File: config.mk
export PLATFORM = sky130hd
export DESIGN_NAME = filter_reduce_accum_unit
export DESIGN_NICKNAME = d
export VERILOG_FILES = /design/src/rtl/filter_reduce_accum_unit.sv
export SDC_FILE = /design/constraint.sdc
export NUM_CORES = 2
export LEC_CHECK = 0
export BUFFER_PORTS_ARGS = -buffer_cell sky130_fd_sc_hd__buf_4
export CAP_MARGIN = 20
export CORE_UTILIZATION = 50
export DETAILED_ROUTE_END_ITERATION = 7
export PLACE_DENSITY = 0.73
export SLEW_MARGIN = 20
export SYNTH_ARGS = -nofsm -noshare
export SYNTH_HDL_FRONTEND = slang
export SYNTH_SLANG_ARGS = --single-unit
File: constraint.sdc
create_clock -name clk -period 12.02 [get_ports clk]
set_input_delay 0.601 -clock clk [delete_from_list [all_inputs] [get_ports clk]]
set_output_delay 0.601 -clock clk [all_outputs]
set_load 0.02 [all_outputs]
File: src/rtl/filter_reduce_accum_unit.sv
// Filter/reduce stage: bins N-lane vectors against per-chain edge sets,
// reduces the hit matrix and optionally accumulates per-chain frames.
module filter_reduce_accum_unit #(
  parameter int N = 8,
  parameter int M = 8,
  parameter int DATA_WIDTH = 32,
  parameter int ACC_WIDTH = 16,
  parameter int MAX_CHAINS = 4,
  parameter int PERSONAL_CONFIG_ID = 0,
  parameter int FUVRF_SIZE = 4,
  parameter logic [FUVRF_SIZE-1:0][M-1:0][DATA_WIDTH-1:0] INIT_EDGES = '0
) (
  input  logic                               clk,
  input  logic                               reset,
  input  logic                               tracing,
  input  logic                               valid_in,
  input  logic                               eof_in,
  input  logic                               bof_in,
  input  logic [$clog2(MAX_CHAINS)-1:0]      chainId_in,
  input  logic [7:0]                         configId,
  input  logic [7:0]                         configData,
  input  logic [N-1:0][DATA_WIDTH-1:0]       vector_in,
  output logic [N-1:0][DATA_WIDTH-1:0]       vector_out,
  output logic [$clog2(MAX_CHAINS)-1:0]      chainId_out,
  output logic                               valid_out,
  output logic                               eof_out,
  output logic                               bof_out
);

  localparam int CW = $clog2(MAX_CHAINS);
  localparam int AW = (FUVRF_SIZE > 1) ? $clog2(FUVRF_SIZE) : 1;
  localparam int CNTW = $clog2(N + 1);
  localparam int SW = ((ACC_WIDTH > CNTW) ? ACC_WIDTH : CNTW) + 1;
  localparam logic [SW-1:0] ACC_MAX =
    {{(SW-ACC_WIDTH){1'b0}}, {ACC_WIDTH{1'b1}}};

  typedef enum logic [1:0] {
    OP_PASS = 2'd0,
    OP_RED  = 2'd1,
    OP_ACC  = 2'd2,
    OP_RSV  = 2'd3
  } op_e;

  typedef logic [M-1:0][DATA_WIDTH-1:0] edge_t;

  op_e                          fw_op   [MAX_CHAINS];
  logic [AW-1:0]                fw_addr [MAX_CHAINS];
  logic [1:0]                   fw_axis [MAX_CHAINS];
  edge_t                        edges   [FUVRF_SIZE];
  logic [N-1:0][ACC_WIDTH-1:0]  acc     [MAX_CHAINS];

  logic [7:0] cfg_b0;
  logic [7:0] cfg_b1;
  logic [1:0] cfg_cnt;

  logic                         s1_valid;
  logic                         s1_bof;
  logic                         s1_eof;
  logic [CW-1:0]                s1_chain;
  logic [N-1:0][DATA_WIDTH-1:0] s1_vec;
  op_e                          s1_op;
  logic [1:0]                   s1_axis;
  edge_t                        s1_edges;

  logic [M-1:0][N-1:0]          hit;
  logic [N-1:0][CNTW-1:0]       r;
  logic [N-1:0][SW-1:0]         sum;
  logic [N-1:0][ACC_WIDTH-1:0]  acc_nxt;
  logic [N-1:0][DATA_WIDTH-1:0] res;
  logic                         s2_fire;
  logic                         emit;

  // Bytes arrive as chain, field, value; a dropped configId aborts a packet.
  always_ff @(posedge clk) begin
    if (reset) begin
      cfg_b0  <= '0;
      cfg_b1  <= '0;
      cfg_cnt <= '0;
      for (int c = 0; c < MAX_CHAINS; c++) begin
        fw_op[c]   <= OP_PASS;
        fw_addr[c] <= '0;
        fw_axis[c] <= '0;
      end
      for (int k = 0; k < FUVRF_SIZE; k++)
        edges[k] <= INIT_EDGES[k];
    end else if (configId == 8'(PERSONAL_CONFIG_ID)) begin
      cfg_b0 <= cfg_b1;
      cfg_b1 <= configData;
      if (cfg_cnt == 2'd2) begin
        cfg_cnt <= '0;
        if (cfg_b0 < 8'(MAX_CHAINS)) begin
          case (cfg_b1)
            8'd0:    fw_op[cfg_b0[CW-1:0]]   <= op_e'(configData[1:0]);
            8'd1:    fw_addr[cfg_b0[CW-1:0]] <= configData[AW-1:0];
            8'd2:    fw_axis[cfg_b0[CW-1:0]] <= configData[1:0];
            default: ;
          endcase
        end
      end else begin
        cfg_cnt <= cfg_cnt + 2'd1;
      end
    end else begin
      cfg_cnt <= '0;
    end
  end

  always_ff @(posedge clk) begin
    if (reset) begin
      s1_valid <= 1'b0;
      s1_bof   <= 1'b0;
      s1_eof   <= 1'b0;
      s1_chain <= '0;
      s1_vec   <= '0;
      s1_op    <= OP_PASS;
      s1_axis  <= '0;
      s1_edges <= '0;
    end else begin
      s1_valid <= valid_in && tracing;
      if (valid_in) begin
        s1_bof   <= bof_in;
        s1_eof   <= eof_in;
        s1_chain <= chainId_in;
        s1_vec   <= vector_in;
        s1_op    <= fw_op[chainId_in];
        s1_axis  <= fw_axis[chainId_in];
        s1_edges <= edges[fw_addr[chainId_in]];
      end
    end
  end

  always_comb begin
    hit = '0;
    for (int j = 0; j < M - 1; j++)
      for (int i = 0; i < N; i++)
        hit[j][i] = (s1_vec[i] > s1_edges[j]) &&
                    (s1_vec[i] <= s1_edges[j+1]);
    for (int i = 0; i < N; i++)
      hit[M-1][i] = s1_vec[i] > s1_edges[M-1];
  end

  // Axis 2 counts each bin across lanes; otherwise each lane across bins.
  always_comb begin
    r = '0;
    if (s1_axis == 2'd2) begin
      for (int b = 0; b < M; b++)
        for (int l = 0; l < N; l++)
          r[b] = r[b] + CNTW'(hit[b][l]);
    end else begin
      for (int l = 0; l < N; l++)
        for (int b = 0; b < M; b++)
          r[l] = r[l] + CNTW'(hit[b][l]);
    end
  end

  always_comb begin
    sum     = '0;
    acc_nxt = '0;
    for (int l = 0; l < N; l++) begin
      sum[l] = (s1_bof ? '0 : SW'(acc[s1_chain][l])) + SW'(r[l]);
      acc_nxt[l] = (sum[l] > ACC_MAX) ? ACC_MAX[ACC_WIDTH-1:0]
                                      : sum[l][ACC_WIDTH-1:0];
    end
  end

  always_comb begin
    res = s1_vec;
    unique case (1'b1)
      s1_op == OP_RED:
        for (int l = 0; l < N; l++) res[l] = DATA_WIDTH'(r[l]);
      s1_op == OP_ACC:
        for (int l = 0; l < N; l++) res[l] = DATA_WIDTH'(acc_nxt[l]);
      default: res = s1_vec;
    endcase
  end

  assign s2_fire = s1_valid && tracing;
  assign emit    = s2_fire && ((s1_op != OP_ACC) || s1_eof);

  // acc is written at the end of stage 2, so a same-chain successor reads it fresh.
  always_ff @(posedge clk) begin
    if (reset) begin
      valid_out   <= 1'b0;
      bof_out     <= 1'b0;
      eof_out     <= 1'b0;
      chainId_out <= '0;
      vector_out  <= '0;
      for (int c = 0; c < MAX_CHAINS; c++)
        acc[c] <= '0;
    end else begin
      valid_out <= emit;
      if (s2_fire && s1_op == OP_ACC)
        acc[s1_chain] <= acc_nxt;
      if (emit) begin
        bof_out     <= s1_bof;
        eof_out     <= s1_eof;
        chainId_out <= s1_chain;
        vector_out  <= res;
      end
    end
  end

endmodule

==> reports/metrics.csv <==
stage,metric,value,unit
clock_network,CTS tree,done,
floorplan,number of rows in the core area,112,
synthesis,proportion of register bits with asynchronous set or reset after synthesis,0,%
clock_network,total of cells resized after clock tree synthesis,0,
place,instance area after placement,52000,um^2
floorplan,initial core utilization,50.6,%
synthesis,total of flip-flops plus latches after synthesis,1074,
clock_network,cell at the root of the clock tree,sky130_fd_sc_hd__clkbuf_16,
cells_and_area,fraction of final layout cells with drive strength greater than 1,19.1,%
synthesis,portion of synthesized cell area occupied by the leading cell type,33.4,%
cells_and_area,area grow syn2layout,17.0,%
global_route,initial antenna violation count,8,
floorplan,die boundary width,310,um
timing,Setup Total Neg Slack,0,ns
worst_setup_path,largest driver fanout on the critical path,6,
worst_setup_path,worst reg-to-reg path cell count,19,
worst_setup_path,CP Data Arrival Time,7.37,ns
timing,final worst slack,5.23,ns
synthesis,Post-synth EDFFs,528,
worst_setup_path,Worst R2R Start,s1_vec[127],
timing,crit path time final,6.79,ns
pwr,Cell Pwr Density,148,nW/um^2
drt,number of routed nets with antenna violations,0,
drt,total number of vias,36600,
drt,DRC Markers,0,
worst_setup_path,minimum setup slack among reg-to-reg paths,5.23,ns
synthesis,library cell with the largest summed area after synthesis,sky130_fd_sc_hd__edfxtp_1,
synthesis,distinct cell type count after synthesis,99,
clock_network,depth of the CTS H-tree,3,
hold_path,number of cells traversed by the worst hold path,3,
hold_path,Worst Hold End,s1_vec[22],
timing,fmax,0.147,GHz
clock_network,number of buffers inserted by hold repair at cts,0,
synthesis,synthesis warning total,0,
global_route,largest net degree at the start of global routing,129,
global_route,vias in the first global route,34200,
clock_network,buffer count from post-CTS setup fixing,0,
cells_and_area,final design area excluding fillers,55600,um^2
pwr,worst voltage drop across the vdd grid,119,uV
drt,1st-pass router iterations,6,
clock_network,Clock Sinks,1074,
worst_setup_path,critical path capture point type,register,
place,buffers added on ports,540,
drt,routed len/inst,25.2,um
pwr,leakage power of the design,21.4,nW
drt,DRC violation total after the first TritonRoute iteration,4104,
timing,measured slew at the worst slew-check pin,1.18,ns
timing,final setup violation count,0,
synthesis,total nets after synthesis,4519,
synthesis,"top cells by area, synth","sky130_fd_sc_hd__edfxtp_1, sky130_fd_sc_hd__dfxtp_1, sky130_fd_sc_hd__mux2i_1, sky130_fd_sc_hd__nor2_1, sky130_fd_sc_hd__a21oi_1",
cells_and_area,net count of the finished layout,4903,
synthesis,combined area of all synthesized cells,47500,um^2
worst_setup_path,category of the critical setup timing path,register to register,
synthesis,synthesized instance count,4210,
global_route,overall track demand over capacity in global routing,30.4,%
timing,final hold viol count,0,
timing,relative slew slack,21.3,%
run,number of max-capacitance violations reported,0,
synthesis,Mapped Avg Cell Area,11.3,um^2
clock_network,Inserted Clock Buffers,107,
timing,worst hold slack across all endpoints,0.145,ns
clock_network,worst-case clock buffer depth,3,
hold_path,Worst Min Path Start,vector_in[22],
timing,final clock period utilization by the worst path,56.5,%
timing,setup repair after global routing missed its margin,no,
global_route,global-route wire length before repair,219,mm
run_status,result of the run,"finished, final reports clean",
worst_setup_path,category of the worst setup path launch point,register,
floorplan,area of the die,96200,um^2
synthesis,prevailing post-synth register cell,sky130_fd_sc_hd__dfxtp_1,
clock_network,Clock transition at path regs,0.06,ns
floorplan,Vert. Die Dim,310,um
place,half-perimeter wire length after placement,99.7,mm
global_route,"Remaining Overflow, GRT",0,
timing,Worst Skew,0.0188,ns
place,worst setup timing slack at the placement stage,5.37,ns
worst_setup_path,required arrival time at the worst endpoint,12.60,ns
floorplan,Core Box Area,93700,um^2
hold_path,Tightest Hold Check Type,primary input to register,
timing,pins over their slew limit,0,
worst_setup_path,endpoint of the worst-slack reg-to-reg timing path,vector_out[233],
floorplan,I/O pin cnt,541,
clock_network,clock latency reported for the late side of the worst-skew pair,0.69,ns
drt,vias per cell,6.15,
synthesis,post-synthesis sequential area ratio,56.4,%
drt,Post-Route WL,150,mm
place,Final GP Congestion,0.957,
[per-layer routing]
metal / routed length [um] / GRT usage [%]
met4: 7560 / 14.2
met1: 58500 / 39.9
met5: 46 / 0
met3: 14200 / 5.59
met2: 69800 / 48.8
[state kept, by name, indices dropped and copies added (netlist names), 2 cells and up, named ones only]
name         cells
acc            512
cfg_b0           8
cfg_b1           8
cfg_cnt          2
chainId_out      2
fw_axis          8
fw_op            8
s1_axis          2
s1_chain         2
s1_op            2
s1_vec         256
vector_out     256
[placed cells by master (no fill, tap or decap), types with 7 or more instances in the layout]
master                      netlist  routed
sky130_fd_sc_hd__a311oi_1        52      52
sky130_fd_sc_hd__clkbuf_16        0     110
sky130_fd_sc_hd__o22ai_1         22      22
sky130_fd_sc_hd__nor4_1          89      89
sky130_fd_sc_hd__a31oi_1         17      17
sky130_fd_sc_hd__mux4_2          51      51
sky130_fd_sc_hd__clkbuf_8         6       8
sky130_fd_sc_hd__clkbuf_1       202      18
sky130_fd_sc_hd__clkinv_1         0      23
sky130_fd_sc_hd__o31a_1          12      12
sky130_fd_sc_hd__and2_1          45      45
sky130_fd_sc_hd__a21oi_1        363     363
sky130_fd_sc_hd__o21ai_0        112     111
sky130_fd_sc_hd__a22o_1         133     133
sky130_fd_sc_hd__nand2_1        239     233
sky130_fd_sc_hd__nor3_1          43      42
sky130_fd_sc_hd__and3_1          12      12
sky130_fd_sc_hd__edfxtp_1       528     528
sky130_fd_sc_hd__o21a_1          10       9
sky130_fd_sc_hd__or3_1           18      17
sky130_fd_sc_hd__nand3_1         61      60
sky130_fd_sc_hd__a211oi_1        21      21
sky130_fd_sc_hd__bufinv_16        0       9
sky130_fd_sc_hd__o21ai_1          8       7
sky130_fd_sc_hd__mux2_2          18      18
sky130_fd_sc_hd__buf_4           10     577
sky130_fd_sc_hd__dfxtp_1        546     543
sky130_fd_sc_hd__o31ai_1         13      13
sky130_fd_sc_hd__mux4_1          55      55
sky130_fd_sc_hd__nand4_1         42      42
sky130_fd_sc_hd__nand2b_1         8       8
sky130_fd_sc_hd__xor2_1          35      35
sky130_fd_sc_hd__ha_1            24      23
sky130_fd_sc_hd__clkinv_2         0      22
sky130_fd_sc_hd__mux2i_1        335     335
sky130_fd_sc_hd__a21o_1           9       9
sky130_fd_sc_hd__o211ai_1         8       8
sky130_fd_sc_hd__inv_1           34      32
sky130_fd_sc_hd__nor2_1         782     779
sky130_fd_sc_hd__xnor2_1         27      27
[logic make-up (layout without fill, tap and decap cells)]
kind of cell             count (synthesis)  after routing  share of synthesized area, %
AND/OR/NAND/NOR                       1406           1406                          13.5
AO/OA/AOI/OAI                          835            835                          11.4
other                                    0              4                             0
XOR/XNOR                                62             62                          1.14
flip-flops                            1074           1074                          56.4
multiplexers                           463            463                          13.1
buffers and inverters                  341            820                          3.61
adder cells (fa/ha/maj)                 29             29                         0.843
[worst max path at each step]
stage,startpoint,to,slack (ns)
final,s1_vec[127],vector_out[233],5.23
after global routing,s1_vec[127],vector_out[236],4.97
after CTS,s1_vec[127],vector_out[233],5.30
after detailed placement,s1_vec[127],vector_out[233],5.37
after global placement,s1_vec[127],vector_out[233],5.58
after floorplan,tracing,acc[3][0],1.63
[critical path, stage by stage, from the launching register on]
cell and delay, ns:
sky130_fd_sc_hd__dfxtp_1 0.32, sky130_fd_sc_hd__nor4_1 0.43, sky130_fd_sc_hd__nand4_1 0.23, sky130_fd_sc_hd__nor2_1 0.61, sky130_fd_sc_hd__fa_1 0.60, sky130_fd_sc_hd__inv_1 0.12, sky130_fd_sc_hd__fa_1 0.45, sky130_fd_sc_hd__fa_1 0.49
sky130_fd_sc_hd__ha_1 0.23, sky130_fd_sc_hd__fa_1 0.48, sky130_fd_sc_hd__and2_1 0.18, sky130_fd_sc_hd__inv_1 0.08, sky130_fd_sc_hd__fa_1 0.46, sky130_fd_sc_hd__nor2b_1 0.16, sky130_fd_sc_hd__o21a_1 0.15, sky130_fd_sc_hd__o2111ai_1 0.22
sky130_fd_sc_hd__nor3_1 0.76, sky130_fd_sc_hd__buf_4 0.28, sky130_fd_sc_hd__nor2_1 0.13, sky130_fd_sc_hd__a311oi_1 0.30
[cells in the mapped netlist (all sizes together) (9+ instances only)]
master,number
nor2,787
nand2,239
nand3,63
nor3,48
o21a,11
buf,98
o22ai,26
o31a,12
a31oi,18
nor4,96
a21o,9
xor2,35
or3,19
mux4,109
a22o,133
inv,34
mux2i,335
and2,47
a311oi,54
dfxtp,546
o31ai,14
edfxtp,528
a21oi,363
and3,12
xnor2,27
mux2,19
o21ai,120
ha,24
clkbuf,208
a211oi,21
nand4,47
[layout make-up]
| type | instances | area [um^2] |
|---|---|---|
| fill | 7654 | 38200 |
| sequential | 1074 | 26800 |
| multi-input combinational | 2795 | 19100 |
| timing repair buffer | 582 | 4420 |
| clock buffer | 136 | 2930 |
| tap | 1254 | 1570 |
| clock inverter | 68 | 596 |
| inverter | 34 | 129 |
| antenna | 4 | 10.0 |
[power by group]
| part | switching (mW) | internal (mW) | total, mW |
|---|---|---|---|
| Clock | 1.46 | 1.92 | 3.39 |
| Sequential | 0.0801 | 3.96 | 4.04 |
| Combinational | 0.504 | 0.292 | 0.796 |
[stage by stage]
step	instances	utilization [%]	power, mW
2_1_floorplan	4210	-	4.61
3_3_place_gp	5738	55.5	4.88
3_5_place_dp	5738	55.5	4.90
4_1_cts	5942	59.2	8.22
5_1_grt	5947	59.3	8.43
6_report	5947	59.3	8.22
(Power assumes the default switching activity.)
